`config.mk`:
```
export PLATFORM = sky130hd
export DESIGN_NAME = vregfile_multiport
export DESIGN_NICKNAME = d
export VERILOG_FILES = /design/src/rtl/vregfile_multiport.sv
export SDC_FILE = /design/constraint.sdc
export NUM_CORES = 1
export LEC_CHECK = 0
export CORE_AREA = 3 3 246 248
export DETAILED_ROUTE_END_ITERATION = 12
export DIE_AREA = 0 0 249 251
export PLACE_DENSITY = 0.71
export RECOVER_POWER = 100
export SETUP_SLACK_MARGIN = 0.4
export SLEW_MARGIN = 30
export SYNTH_ARGS = -nofsm -noshare
export SYNTH_HDL_FRONTEND = slang
export SYNTH_SLANG_ARGS = --single-unit
```
`constraint.sdc`:
```
create_clock -name clk -period 7.2 [get_ports clk]
set_input_delay 1.44 -clock clk [delete_from_list [all_inputs] [get_ports clk]]
set_output_delay 1.44 -clock clk [all_outputs]
set_load 0.01 [all_outputs]
```
`src/rtl/vregfile_multiport.sv`:
```
// Vector-lane register file: NUMRDPORTS registered read ports, one
// byte-enabled write port, optional write-to-read bypass, and a clear
// sequencer that zeroes every register after reset before raising ready.
//
// Ports:
//   clk        rising-edge clock
//   reset      synchronous, active-high reset
//   rd_reg     packed read addresses, port p at [p*LOG2NUMREGS +: LOG2NUMREGS]
//   rd_en      per-port read enable
//   rd_data    packed registered read data, port p at [p*WIDTH +: WIDTH]
//   wr_reg     write address
//   wr_data    write data
//   wr_byteen  byte enables, bit b covers [8b+7:8b]
//   wr_we      write enable
//   ready      high once the file accepts reads and writes
module vregfile_multiport #(
  parameter int unsigned WIDTH          = 32,
  parameter int unsigned NUMREGS        = 16,
  parameter int unsigned LOG2NUMREGS    = 4,
  parameter int unsigned NUMRDPORTS     = 2,
  parameter int unsigned BYPASS         = 1,
  parameter int unsigned CLEAR_ON_RESET = 1
) (
  input  logic                              clk,
  input  logic                              reset,
  input  logic [NUMRDPORTS*LOG2NUMREGS-1:0] rd_reg,
  input  logic [NUMRDPORTS-1:0]             rd_en,
  output logic [NUMRDPORTS*WIDTH-1:0]       rd_data,
  input  logic [LOG2NUMREGS-1:0]            wr_reg,
  input  logic [WIDTH-1:0]                  wr_data,
  input  logic [WIDTH/8-1:0]                wr_byteen,
  input  logic                              wr_we,
  output logic                              ready
);

  localparam int unsigned NBYTES = WIDTH / 8;
  localparam int unsigned AW     = LOG2NUMREGS;
  localparam logic [AW-1:0] LAST_REG = AW'(NUMREGS - 1);

  typedef enum logic {
    ST_CLEAR = 1'b0,
    ST_RUN   = 1'b1
  } state_t;

  localparam state_t RESET_STATE = (CLEAR_ON_RESET != 0) ? ST_CLEAR : ST_RUN;

  state_t          state_q, state_d;
  logic [AW-1:0]   clr_cnt_q, clr_cnt_d;
  logic [WIDTH-1:0] regs [NUMREGS];

  logic             wr_in_range_c;
  logic             wr_ok_c;
  logic [WIDTH-1:0] wr_old_c;
  logic [WIDTH-1:0] wr_merged_c;
  logic [WIDTH-1:0] rd_val_c [NUMRDPORTS];

  // Replace the enabled bytes of old_v with those of new_v.
  function automatic logic [WIDTH-1:0] byte_merge(input logic [WIDTH-1:0]  old_v,
                                                  input logic [WIDTH-1:0]  new_v,
                                                  input logic [NBYTES-1:0] be);
    logic [WIDTH-1:0] r;
    r = old_v;
    for (int b = 0; b < NBYTES; b++) begin
      if (be[b]) r[b*8 +: 8] = new_v[b*8 +: 8];
    end
    return r;
  endfunction

  // State and clear-counter registers; ready tracks the state being entered.
  always_ff @(posedge clk) begin
    if (reset) begin
      state_q   <= RESET_STATE;
      clr_cnt_q <= '0;
      ready     <= 1'b0;
    end else begin
      state_q   <= state_d;
      clr_cnt_q <= clr_cnt_d;
      ready     <= (state_d == ST_RUN);
    end
  end

  // Next state: walk the counter through every register, then run.
  always_comb begin
    state_d   = state_q;
    clr_cnt_d = clr_cnt_q;
    case (state_q)
      ST_CLEAR: begin
        clr_cnt_d = clr_cnt_q + AW'(1);
        if (clr_cnt_q == LAST_REG) begin
          state_d   = ST_RUN;
          clr_cnt_d = '0;
        end
      end
      ST_RUN:   state_d = ST_RUN;
      default:  state_d = RESET_STATE;
    endcase
  end

  // Write port decode; out-of-range addresses are dropped.
  always_comb begin
    wr_in_range_c = (32'(wr_reg) < NUMREGS);
    wr_ok_c       = (state_q == ST_RUN) && wr_we && wr_in_range_c;
    wr_old_c      = wr_in_range_c ? regs[wr_reg] : '0;
    wr_merged_c   = byte_merge(wr_old_c, wr_data, wr_byteen);
  end

  // Storage: cleared entry by entry in CLEAR, written in RUN; reset drops writes.
  always_ff @(posedge clk) begin
    if (!reset) begin
      if (state_q == ST_CLEAR) begin
        regs[clr_cnt_q] <= '0;
      end else if (wr_ok_c) begin
        regs[wr_reg] <= wr_merged_c;
      end
    end
  end

  // Per-port read value, with optional same-cycle write forwarding.
  always_comb begin
    for (int p = 0; p < NUMRDPORTS; p++) begin
      rd_val_c[p] = '0;
      if (32'(rd_reg[p*AW +: AW]) < NUMREGS) begin
        rd_val_c[p] = regs[rd_reg[p*AW +: AW]];
        if ((BYPASS != 0) && wr_ok_c && (wr_reg == rd_reg[p*AW +: AW])) begin
          rd_val_c[p] = wr_merged_c;
        end
      end
    end
  end

  // Read data registers: hold when disabled and throughout CLEAR.
  always_ff @(posedge clk) begin
    if (reset) begin
      rd_data <= '0;
    end else if (state_q == ST_RUN) begin
      for (int p = 0; p < NUMRDPORTS; p++) begin
        if (rd_en[p]) rd_data[p*WIDTH +: WIDTH] <= rd_val_c[p];
      end
    end
  end

endmodule

```
== Word level (Yosys, flattened, before mapping) ==
Memories as Yosys holds them, arrays and structs flattened. A register that Yosys moved wholly into a read port is not among the register bits.
Cells that the tools add are included.

* RAM bits: 512
* Input bits: 53
* Bits in latches: 0
* Memory bits (read-only): 0
* Bits in registers: 5
* Memories: 1
* Logic and storage cells: 27
* Output and inout bits: 65

* Mux-type cells: 17
* Reductions and logical operators: 4
* $mul: 0
* Shift-type cells: 0
* Bitwise operators: 1
* Order comparisons: 0
* $add $sub $neg: 1
* Div/mod/pow operators: 0
* Eq/ne operators: 1

{| class="wikitable"
|+ Memories
! name !! depth !! bits a word !! rd ports !! clocked after memory_dff !! wr ports !! line !! source
|-
| regs || 16 || 32 || 3 || 2 || 1 || 49 || <nowiki>logic [WIDTH-1:0] regs [NUMREGS];</nowiki>
|}

{| class="wikitable"
|+ Operators with widths
! kind !! count
|-
| $mux 32 || 1
|-
| $mux 8 || 4
|-
| $reduce_or 32->1 || 1
|-
| $mux 1 || 9
|-
| $mux 4 || 2
|-
| $add 4x1->4 const B || 1
|-
| $eq 4x4->1 const B || 1
|-
| $reduce_and 2->1 || 2
|-
| $pmux 1 s2 || 1
|-
| $logic_and 1x1->1 || 1
|-
| $not 1->1 || 1
|}

== Depth between registers and ports, before layout ==
Gate-level depths: netlist of the first run.

* Depth after elaboration: 7
* Mapped depth: 9
* Gate-level depth less buffers: 5

== Least setup slack after synthesis of the first run ==
OpenSTA, ideal clock, no wires.

* Path kind: input to register
* From: in wr_reg[3]
* To: mem regs[11][0] (enable)
* Buffers on the path: 3
* Setup slack: 2.853 ns
* Data arrival time: 3.926 ns
* Cell stages on the path: 7
* Required time: 6.779 ns
* Library setup time: 0.421 ns
* Cells stage by stage: buf_2 -> buf_2 -> clkbuf_1 -> nand3_1 -> a21oi_1 -> nand2_1 -> nor2_1

* Word-level cells in the longest chain between the ends: 1

{| class="wikitable"
|+ RTL lines
! item !! line !! source
|-
| from (decl) || 29 || <nowiki>input logic [LOG2NUMREGS-1:0] wr_reg,</nowiki>
|-
| $mux 4 (no source line) || - ||
|-
| to (decl) || 49 ||
|}

No other way between the ends.

==> results.yml, run 1 <==
final_layout:
  nNetsFinal: 2333
  ff_latch_area_sq_um: 16760
  multiInputGateArea_sq_um: 13970
  final_cell_mix: "512 x edfxtp_1, 282 x mux2i_1, 199 x mux2_1"
  design_area_sq_um: 35560
  fill_cells: 4376
  layout.cells.most_common: "edfxtp_1"
  diodes: 0
  syn_to_final_growth_pct: 12.71
  drive_gt1_share_pct: 18.22
routing:
  vias_per_cell: 7.536
  dr.pass1.iters: 6
  vias: 23400
  dr.first_iter.drc_count: 3758
  wl_per_cell_microns: 35.30
  route.detailed.drc: 0
  drt_wl_total_mm: 109.6
  ant_nets: 0
placed_design:
  place_hpwl_mm: 63.04
  gp_congestion: 0.9252
  io_buffer_count: 117
  place_area_sq_um: 33660
sta:
  worstMarginPinSlew_ns: 3.463
  setup_violations: 0
  hold_viol: 0
  skew_ns: 0.03359
  slew_headroom_pct: -130.8
  fmaxAchievable_mhz: 167.9
  tns_ns: 0
  slew_viol_final: 273
  hold_ws_ns: 0.4596
  rsz0062_at_grt: "no"
  fin_crit_sh_pct: 82.70
  min_period_ns: 5.954
power:
  p_leak_nw: 13.08
  powerDensity_nw_per_um2: 221.3
  power_frac_comb_pct: 9.8
  vdd_drop_max_mv: 0.2202
  pwr-share-clk_pct: 43.3
  intPower_mw: 5.955
  switchingPower_mw: 1.916
  swShare_pct: 24.34
  seqPwrFrac_pct: 46.8
cts:
  postCtsSetupBuffers: 0
  cts-root-buf: "clkbuf_16"
  cts_tree: "built"
  cts.sinks: 581
  cts_hold_buffers: 0
  numCtsBuffers: 61
  clk_path_buf_depth: 3
  cts_max_level: 2
  clk_latency_ns: 0.65
  cts_resized: 0
  clk_pin_slew_worst_paths_ns: 0.06
die:
  core_sq_um: 58690
  die_y_microns: 251
  io_pins: 118
  die_w_microns: 249
  start_util_pct: 53.76
  fp-row-count: 89
  dieArea_sq_um: 62500
yosys:
  synth_cell_types: 48
  synth_nets: 2299
  synth.cell_area_sq_um: 31550
  syn_avg_cell_area_sq_um: 14.05
  synthArstFlopShare_pct: 0
  yosysWarnings: 0
  syn_inst: 2245
  synth_edf_count: 512
  yosys_most_used_dff: "edfxtp_1"
  synth_seq_cells: 581
  synth_seq_area_share_pct: 53.11
global_routing:
  grt_usage_pct: 34.02
  grt_first_pass_wirelength_mm: 156.6
  overflow: 0
  grt_pass1_vias: 23160
  antenna_found_initial: 3
  grt_max_degree: 145
setup_path:
  r2r_cells: 6
  path_cells: "dlygate4sd3_1, and3b_1, nor4_1, o32ai_4, clkbuf_1, o211ai_1, o211ai_2"
  end_kind: "flip-flop"
  critical_path_arrival_ns: 6.52
  cp_num_buf_inv: 2
  cp.required_ns: 7.76
  start_kind: "input port"
  cpMaxStageDelayCell: "clkbuf_1"
  path_class: "in2reg"
  critPathTopFamily: "buffers and inverters"
  rr_startpoint: "state_q"
  cp.depth: 7
  critPathLaunch: "reset"
  path_max_fanout: 32
  max_stage_delay_ns: 2.48
status:
  run_status: "finished, violations left"
  failed_checks: "max-capacitance violations, max-slew violations"
hold_path:
  min_from: "rd_data[8]"
  holdPathStages: 2
  hp-class: "reg2reg"
job:
  drv_cap: 14
==> power by group through the flow <==
| stage | combinational, mW | clock (mW) | sequential, mW |
|---|---|---|---|
| 2_1_floorplan | 0.498 | 0 | 3.74 |
| 3_3_place_gp | 0.743 | 0 | 3.75 |
| 3_5_place_dp | 0.762 | 0 | 3.75 |
| 4_1_cts | 0.766 | 3.43 | 3.68 |
| 5_1_grt | 0.796 | 3.55 | 3.69 |
| 6_report | 0.774 | 3.41 | 3.69 |
==> synthesized netlist by cell type, types with 2 or more instances <==
cell type / number / area [sq um]
a211oi_1: 32 / 240.2
a21oi_1: 37 / 185.2
a22oi_1: 124 / 930.9
a31oi_1: 7 / 43.79
and3b_1: 6 / 52.55
and4_1: 31 / 271.5
buf_1: 31 / 116.4
buf_2: 56 / 280.3
buf_6: 3 / 33.78
clkbuf_1: 124 / 465.5
dfxtp_1: 69 / 1381
edfxtp_1: 512 / 15370
inv_1: 2 / 7.510
mux2_1: 199 / 2241
mux2_2: 84 / 945.9
mux2i_1: 282 / 2823
mux4_2: 136 / 3063
nand2_1: 78 / 292.8
nand2b_1: 11 / 68.82
nand3_1: 4 / 20.02
nand4_1: 2 / 12.51
nor2_1: 87 / 326.6
nor2b_1: 2 / 12.51
nor3_1: 41 / 205.2
nor3b_1: 5 / 37.54
nor4_1: 26 / 162.7
o2111ai_1: 2 / 17.52
o211ai_1: 36 / 270.3
o211ai_2: 30 / 375.4
o221ai_1: 31 / 271.5
o22ai_1: 128 / 800.8
or2_1: 2 / 12.51
or3_1: 3 / 18.77
xnor2_1: 2 / 17.52
xor2_1: 7 / 61.31
==> metrics by stage <==
| step | utilization, % | total power [mW] | instances | setup slack, ns |
|---|---|---|---|---|
| after global routing | 60.59 | 8.036 | 3105 | 1.254 |
| after floorplan | - | 4.240 | 2245 | 2.853 |
| after global placement | 56.99 | 4.496 | 2976 | 1.817 |
| final | 60.59 | 7.870 | 3105 | 1.246 |
| after CTS | 61.05 | 7.879 | 3100 | 2.480 |
| after detailed placement | 57.35 | 4.516 | 2984 | 1.777 |
==> cell families (layout without fill, tap and decap cells) <==
group	count (synthesis)	after routing	synth area share, %
xor gates and xnor gates	9	9	0.2499
and+or+nand+nor	303	303	4.858
buffers and inverters	216	303	2.863
adders and majority gates	1	1	0.03965
AOI/OAI and AO/OA	434	434	10.12
DFF	581	581	53.11
muxes	701	701	28.76
==> worst reg2reg max path, stage by stage (launching register included) <==
cell and delay, ns:
dfxtp_1 0.91, and3b_1 0.49, nor4_1 0.15, o32ai_4 0.28
clkbuf_1 2.48, o211ai_1 0.62, o211ai_2 0.21
==> flip-flops by register name (all words and copies together) (netlist names) <==
| name | count |
|---|---|
| rd_data | 64 |
| state_q | 1 |
| regs | 512 |
| clr_cnt_q | 4 |
==> layout make-up <==
cell class                      count  share of cell area (%)
Sequential cell                   581                   47.13
Clock inverter                     33                   1.270
Clock buffer                       83                   4.838
Multi-Input combinational cell   1448                   39.30
Timing Repair Buffer              185                   4.726
Inverter                            2                 0.02111
Tap cell                          773                   2.720
==> metal layers <==
| metal | part of all wire (%) | track usage (%) |
|---|---|---|
| met4 | 7.0 | 20.78 |
| met3 | 13 | 8.473 |
| met5 | 0.0064 | 0 |
| met2 | 44 | 51.59 |
| met1 | 36 | 44.50 |
==> final timing paths <==
path	endpoint	slack [ns]
max	rd_data[53]	1.25
min	rd_data[8]	0.46
max reg2reg	rd_data[53]	1.98
min reg2reg	rd_data[8]	0.46
Power figures use the tool's default switching activity.
==> run 2: changes to the inputs <==
- clock period: 7.2 -> 5.8 ns (I/O delays scaled with it)
==> run 2 against run 1 <==
  * The flow still finishes with violations (max-capacitance violations, max-slew violations)
  * Via count grew 1.5%
  * Count of clock-buffer cells in the layout shrank 11
  * Die area is the same
  * Wire length grew 3.0%
  * Critical path depth grew 1
  * Cell count grew 0.26%
  * Sequential power grew 24%
  * Cell area grew 0.49%
  * Clock skew shrank 0.0027 ns
==> results.yml, run 2 (synthesized netlist as in run 1, its figures left out) <==
status:
  run_status: "finished, violations left"
  failed_checks: "max-capacitance violations, max-slew violations"
setup_path:
  cp.required_ns: 6.04
  critical_path_arrival_ns: 5.28
  start_kind: "input port"
  rr_startpoint: "state_q"
  r2r_cells: 6
  path_class: "in2reg"
  r2r_slack_ns: 1.52
  path_max_fanout: 17
  end_kind: "flip-flop"
  r2r-end: "rd_data[63]"
final_layout:
  design_area_sq_um: 35730
  largest_reg_flops: 512
  diodes: 0
  layout.cells.most_common: "edfxtp_1"
  top_regs: "regs: 512 flops, rd_data: 64 flops, clr_cnt_q: 4 flops"
  syn_to_final_growth_pct: 13.26
  final_core_util_pct: 60.89
  final_cell_mix: "512 x edfxtp_1, 282 x mux2i_1, 199 x mux2_1"
  nNetsFinal: 2342
  drive_gt1_share_pct: 19.57
  top_register: "regs"
cts:
  cts_tree: "built"
  cts_hold_buffers: 0
  numCtsBuffers: 60
  clk_path_buf_depth: 3
  clk_pin_slew_worst_paths_ns: 0.06
  cts.sinks: 581
  cts_max_level: 2
  cts_resized: 0
  postCtsSetupBuffers: 0
  cts-root-buf: "clkbuf_16"
  clk_latency_ns: 0.66
die:
  start_util_pct: 53.76
  die_y_microns: 251
  io_pins: 118
  fp-row-count: 89
  die_w_microns: 249
  core_sq_um: 58690
  dieArea_sq_um: 62500
placed_design:
  place_area_sq_um: 33810
  gp_congestion: 0.9019
  pre_cts_ws_ns: 1.016
  io_buffer_count: 117
  place_hpwl_mm: 62.96
global_routing:
  grtUsageMet3_pct: 9.880
  overflow: 0
  antenna_found_initial: 1
  grt_pass1_vias: 23740
  grt_usage_pct: 35.30
  grt.busiest_layer: "met2"
  grtUsageMet2_pct: 53.61
  use_met1_pct: 45.77
  grt_max_degree: 129
  grt_first_pass_wirelength_mm: 161.5
job:
  drv_cap: 11
sta:
  hold_ws_ns: 0.4640
  worstMarginPinSlew_ns: 2.294
  fin_ws_ns: 0.7609
  fmaxAchievable_mhz: 198.4
  slew_viol_final: 236
  hold_viol: 0
  setup_violations: 0
  fin_crit_sh_pct: 86.88
  skew_ns: 0.03088
  rsz0062_at_grt: "no"
  tns_ns: 0
  slew_headroom_pct: -52.94
  min_period_ns: 5.039
power:
  powerDensity_nw_per_um2: 268.8
  vdd_drop_max_mv: 0.2704
  p_leak_nw: 13.17
routing:
  drt_wl_total_mm: 112.9
  vias_per_cell: 7.631
  dr.first_iter.drc_count: 3654
  ant_nets: 0
  vias: 23760
  wl_per_cell_microns: 36.28
  dr.pass1.iters: 5
  route.detailed.drc: 0
hold_path:
  hold_end: "rd_data[42]"
  holdPathStages: 2
  hp-class: "reg2reg"
  min_from: "rd_data[42]"
run 2: worst max-delay path, stage by stage:
cell	delay (ns)
dlygate4sd3_1	1.00
nand3b_1	0.20
clkbuf_1	0.74
nand2_1	0.13
nand2_1	0.13
nand2_1	0.24
nor2_4	0.66
clkbuf_1	0.99
run 2: how the worst max path moves through the flow:
stage / from / to / slack, ns
final: reset / regs[5][9] / 0.76
after global routing: reset / regs[5][8] / 0.75
after CTS: wr_reg[3] / regs[13][31] / 1.69
after detailed placement: wr_reg[3] / regs[13][31] / 1.02
after global placement: wr_reg[2] / regs[4][15] / 1.05
after floorplan: wr_reg[3] / regs[11][0] / 1.73
run 2: through the flow:
stage,cells,power [mW]
6_report,3113,9.604
5_1_grt,3113,9.820
4_1_cts,3113,9.600
3_5_place_dp,2999,5.621
3_3_place_gp,2995,5.602
2_1_floorplan,2245,5.264
run 2: metal layers:
| metal | part of all wire, % | wire length [microns] |
|---|---|---|
| met1 | 35 | 39850 |
| met2 | 44 | 49870 |
| met3 | 14 | 15520 |
| met4 | 6.8 | 7681 |
| met5 | 0.012 | 13 |
run 2: cell type report:
cell class	instances	area (sq um)
well taps	773	967.2
clock inverters	42	434.2
flip-flops and latches	581	16760
inverters	2	7.507
multi-input cells	1448	14060
fillers	4330	22950
clock buffers	72	1637
repair buffers	195	1866
run 2: report_power, final:
group	internal (mW)	total, mW	switching (mW)
registers	4.54	4.57	0.0333
clock network	2.33	4.03	1.70
logic	0.378	0.996	0.618
total	7.25	9.60	2.36
==> run 3: changes to the inputs <==
- CAP_MARGIN: unset -> 20
- GPL_TIMING_DRIVEN: unset -> 0
==> run 3 against run 2 <==
  * The run still ends with max-capacitance violations, max-slew violations left
  * Die area did not move
  * Combinational power rose by 15%
  * Sequential power barely moved
  * Maximum frequency fell by 10%
  * Count of clock-buffer cells in the layout rose by 11
  * Clock skew fell by 0.0057 ns
  * Cell area rose by 3.6%
  * Largest cell class unchanged
==> results.yml, run 3 (synthesized netlist as in run 1, its figures left out) <==
global_routing:
  grt_first_pass_wirelength_mm: 187.5
  antenna_found_initial: 4
  grt_usage_pct: 42.80
  overflow: 0
  grt_max_degree: 17
  grt_pass1_vias: 25090
cts:
  clk_path_buf_depth: 3
  cts.sinks: 581
  clk_pin_slew_worst_paths_ns: 0.06
  cts_max_level: 3
  clk_latency_ns: 0.63
  postCtsSetupBuffers: 0
  numCtsBuffers: 67
  cts_hold_buffers: 0
  cts_tree: "built"
  cts_resized: 0
  cts-root-buf: "clkbuf_16"
setup_path:
  rr_startpoint: "state_q"
  cp.required_ns: 6.11
  r2r_slack_ns: 1.72
  path_class: "in2reg"
  start_kind: "input port"
  end_kind: "flip-flop"
  critical_path_arrival_ns: 5.91
  path_max_fanout: 13
  r2r-end: "regs[8][14]"
  r2r_cells: 8
hold_path:
  hp-class: "reg2reg"
  min_from: "rd_data[28]"
  hold_end: "rd_data[28]"
  holdPathStages: 2
final_layout:
  largest_reg_flops: 512
  drive_gt1_share_pct: 20.05
  top_regs: "regs: 512 flops, rd_data: 64 flops, clr_cnt_q: 4 flops"
  design_area_sq_um: 37010
  nNetsFinal: 2520
  layout.cells.most_common: "edfxtp_1"
  final_core_util_pct: 63.07
  fill_cells: 4292
  top_register: "regs"
  final_cell_mix: "512 x edfxtp_1, 282 x mux2i_1, 199 x mux2_1"
  syn_to_final_growth_pct: 17.32
sta:
  setup_violations: 0
  fin_crit_sh_pct: 96.54
  hold_ws_ns: 0.4592
  hold_viol: 0
  min_period_ns: 5.599
  tns_ns: 0
  fmaxAchievable_mhz: 178.6
  worstMarginPinSlew_ns: 1.949
  slew_viol_final: 27
  slew_headroom_pct: -30.42
  skew_ns: 0.02515
  fin_ws_ns: 0.2006
  rsz0062_at_grt: "no"
placed_design:
  place_area_sq_um: 34830
  pre_cts_ws_ns: 0.1948
  place_hpwl_mm: 93.03
  gp_congestion: 1.017
  io_buffer_count: 108
routing:
  dr.first_iter.drc_count: 4761
  vias_per_cell: 7.799
  vias: 25690
  ant_nets: 0
  drt_wl_total_mm: 137.1
  dr.pass1.iters: 7
  wl_per_cell_microns: 41.63
  route.detailed.drc: 0
power:
  seqPwrFrac_pct: 44.2
  power_frac_comb_pct: 11.1
  swShare_pct: 25.43
  powerDensity_nw_per_um2: 279.6
  pwr-share-clk_pct: 44.7
  p_leak_nw: 13.83
  switchingPower_mw: 2.632
  intPower_mw: 7.716
  vdd_drop_max_mv: 0.2332
die:
  fp-row-count: 89
  start_util_pct: 53.76
  io_pins: 118
  dieArea_sq_um: 62500
  die_y_microns: 251
  die_w_microns: 249
  core_sq_um: 58690
status:
  failed_checks: "max-capacitance violations, max-slew violations"
  run_status: "finished, violations left"
job:
  drv_cap: 3
## run 3: how the worst max path moves through the flow
stage | depth (start not counted) | start | end | slack [ns]
after floorplan | 7 | wr_reg[3] | regs[11][0] | 1.73
after CTS | 7 | wr_reg[0] | regs[11][14] | 0.81
after detailed placement | 7 | wr_reg[0] | regs[11][14] | 0.19
after global placement | 6 | wr_reg[0] | regs[13][14] | -2.45
after global routing | 10 | wr_reg[2] | regs[4][25] | 0.44
final | 6 | wr_reg[0] | regs[15][14] | 0.20
## run 3: final cells by class
class / count / area, sq um / area share, %
sequential: 581 / 16760 / 45.27
multi-input combinational: 1448 / 13930 / 37.64
timing repair buffer: 152 / 2059 / 5.564
clock buffer: 83 / 1788 / 4.831
tap: 773 / 967.2 / 2.613
buffer: 214 / 944.7 / 2.552
clock inverter: 39 / 551.8 / 1.491
inverter: 2 / 7.507 / 0.02028
antenna: 2 / 5.005 / 0.01352
## run 3: layer usage
layer  track usage, %  up-vias  wire length, microns
met5                0        -                    39
met2            61.30     2718                 57150
met4            30.23        4                 12170
met3            15.41      757                 21490
met1            54.24    12570                 46270
li1                 -     9641                     -
## run 3: stage by stage
step	instances	power [mW]
global placement	3126	5.694
global route	3292	10.46
finish	3294	10.35
floorplan	2245	5.264
detailed placement	3167	5.745
CTS	3289	10.23
## run 3: power by group through the flow
stage / clock network [mW] / registers [mW] / logic (mW)
after floorplan: 0 / 4.65 / 0.618
after global placement: 0 / 4.66 / 1.03
after detailed placement: 0 / 4.66 / 1.09
after CTS: 4.57 / 4.57 / 1.09
after global routing: 4.74 / 4.57 / 1.15
final: 4.63 / 4.57 / 1.15
## run 3: critical path, stage by stage
cell and delay (ns):
dlygate4sd3_1 0.99, clkbuf_1 0.71, clkbuf_1 0.98, a31oi_1 0.57, nor2_2 1.19, buf_16 0.25
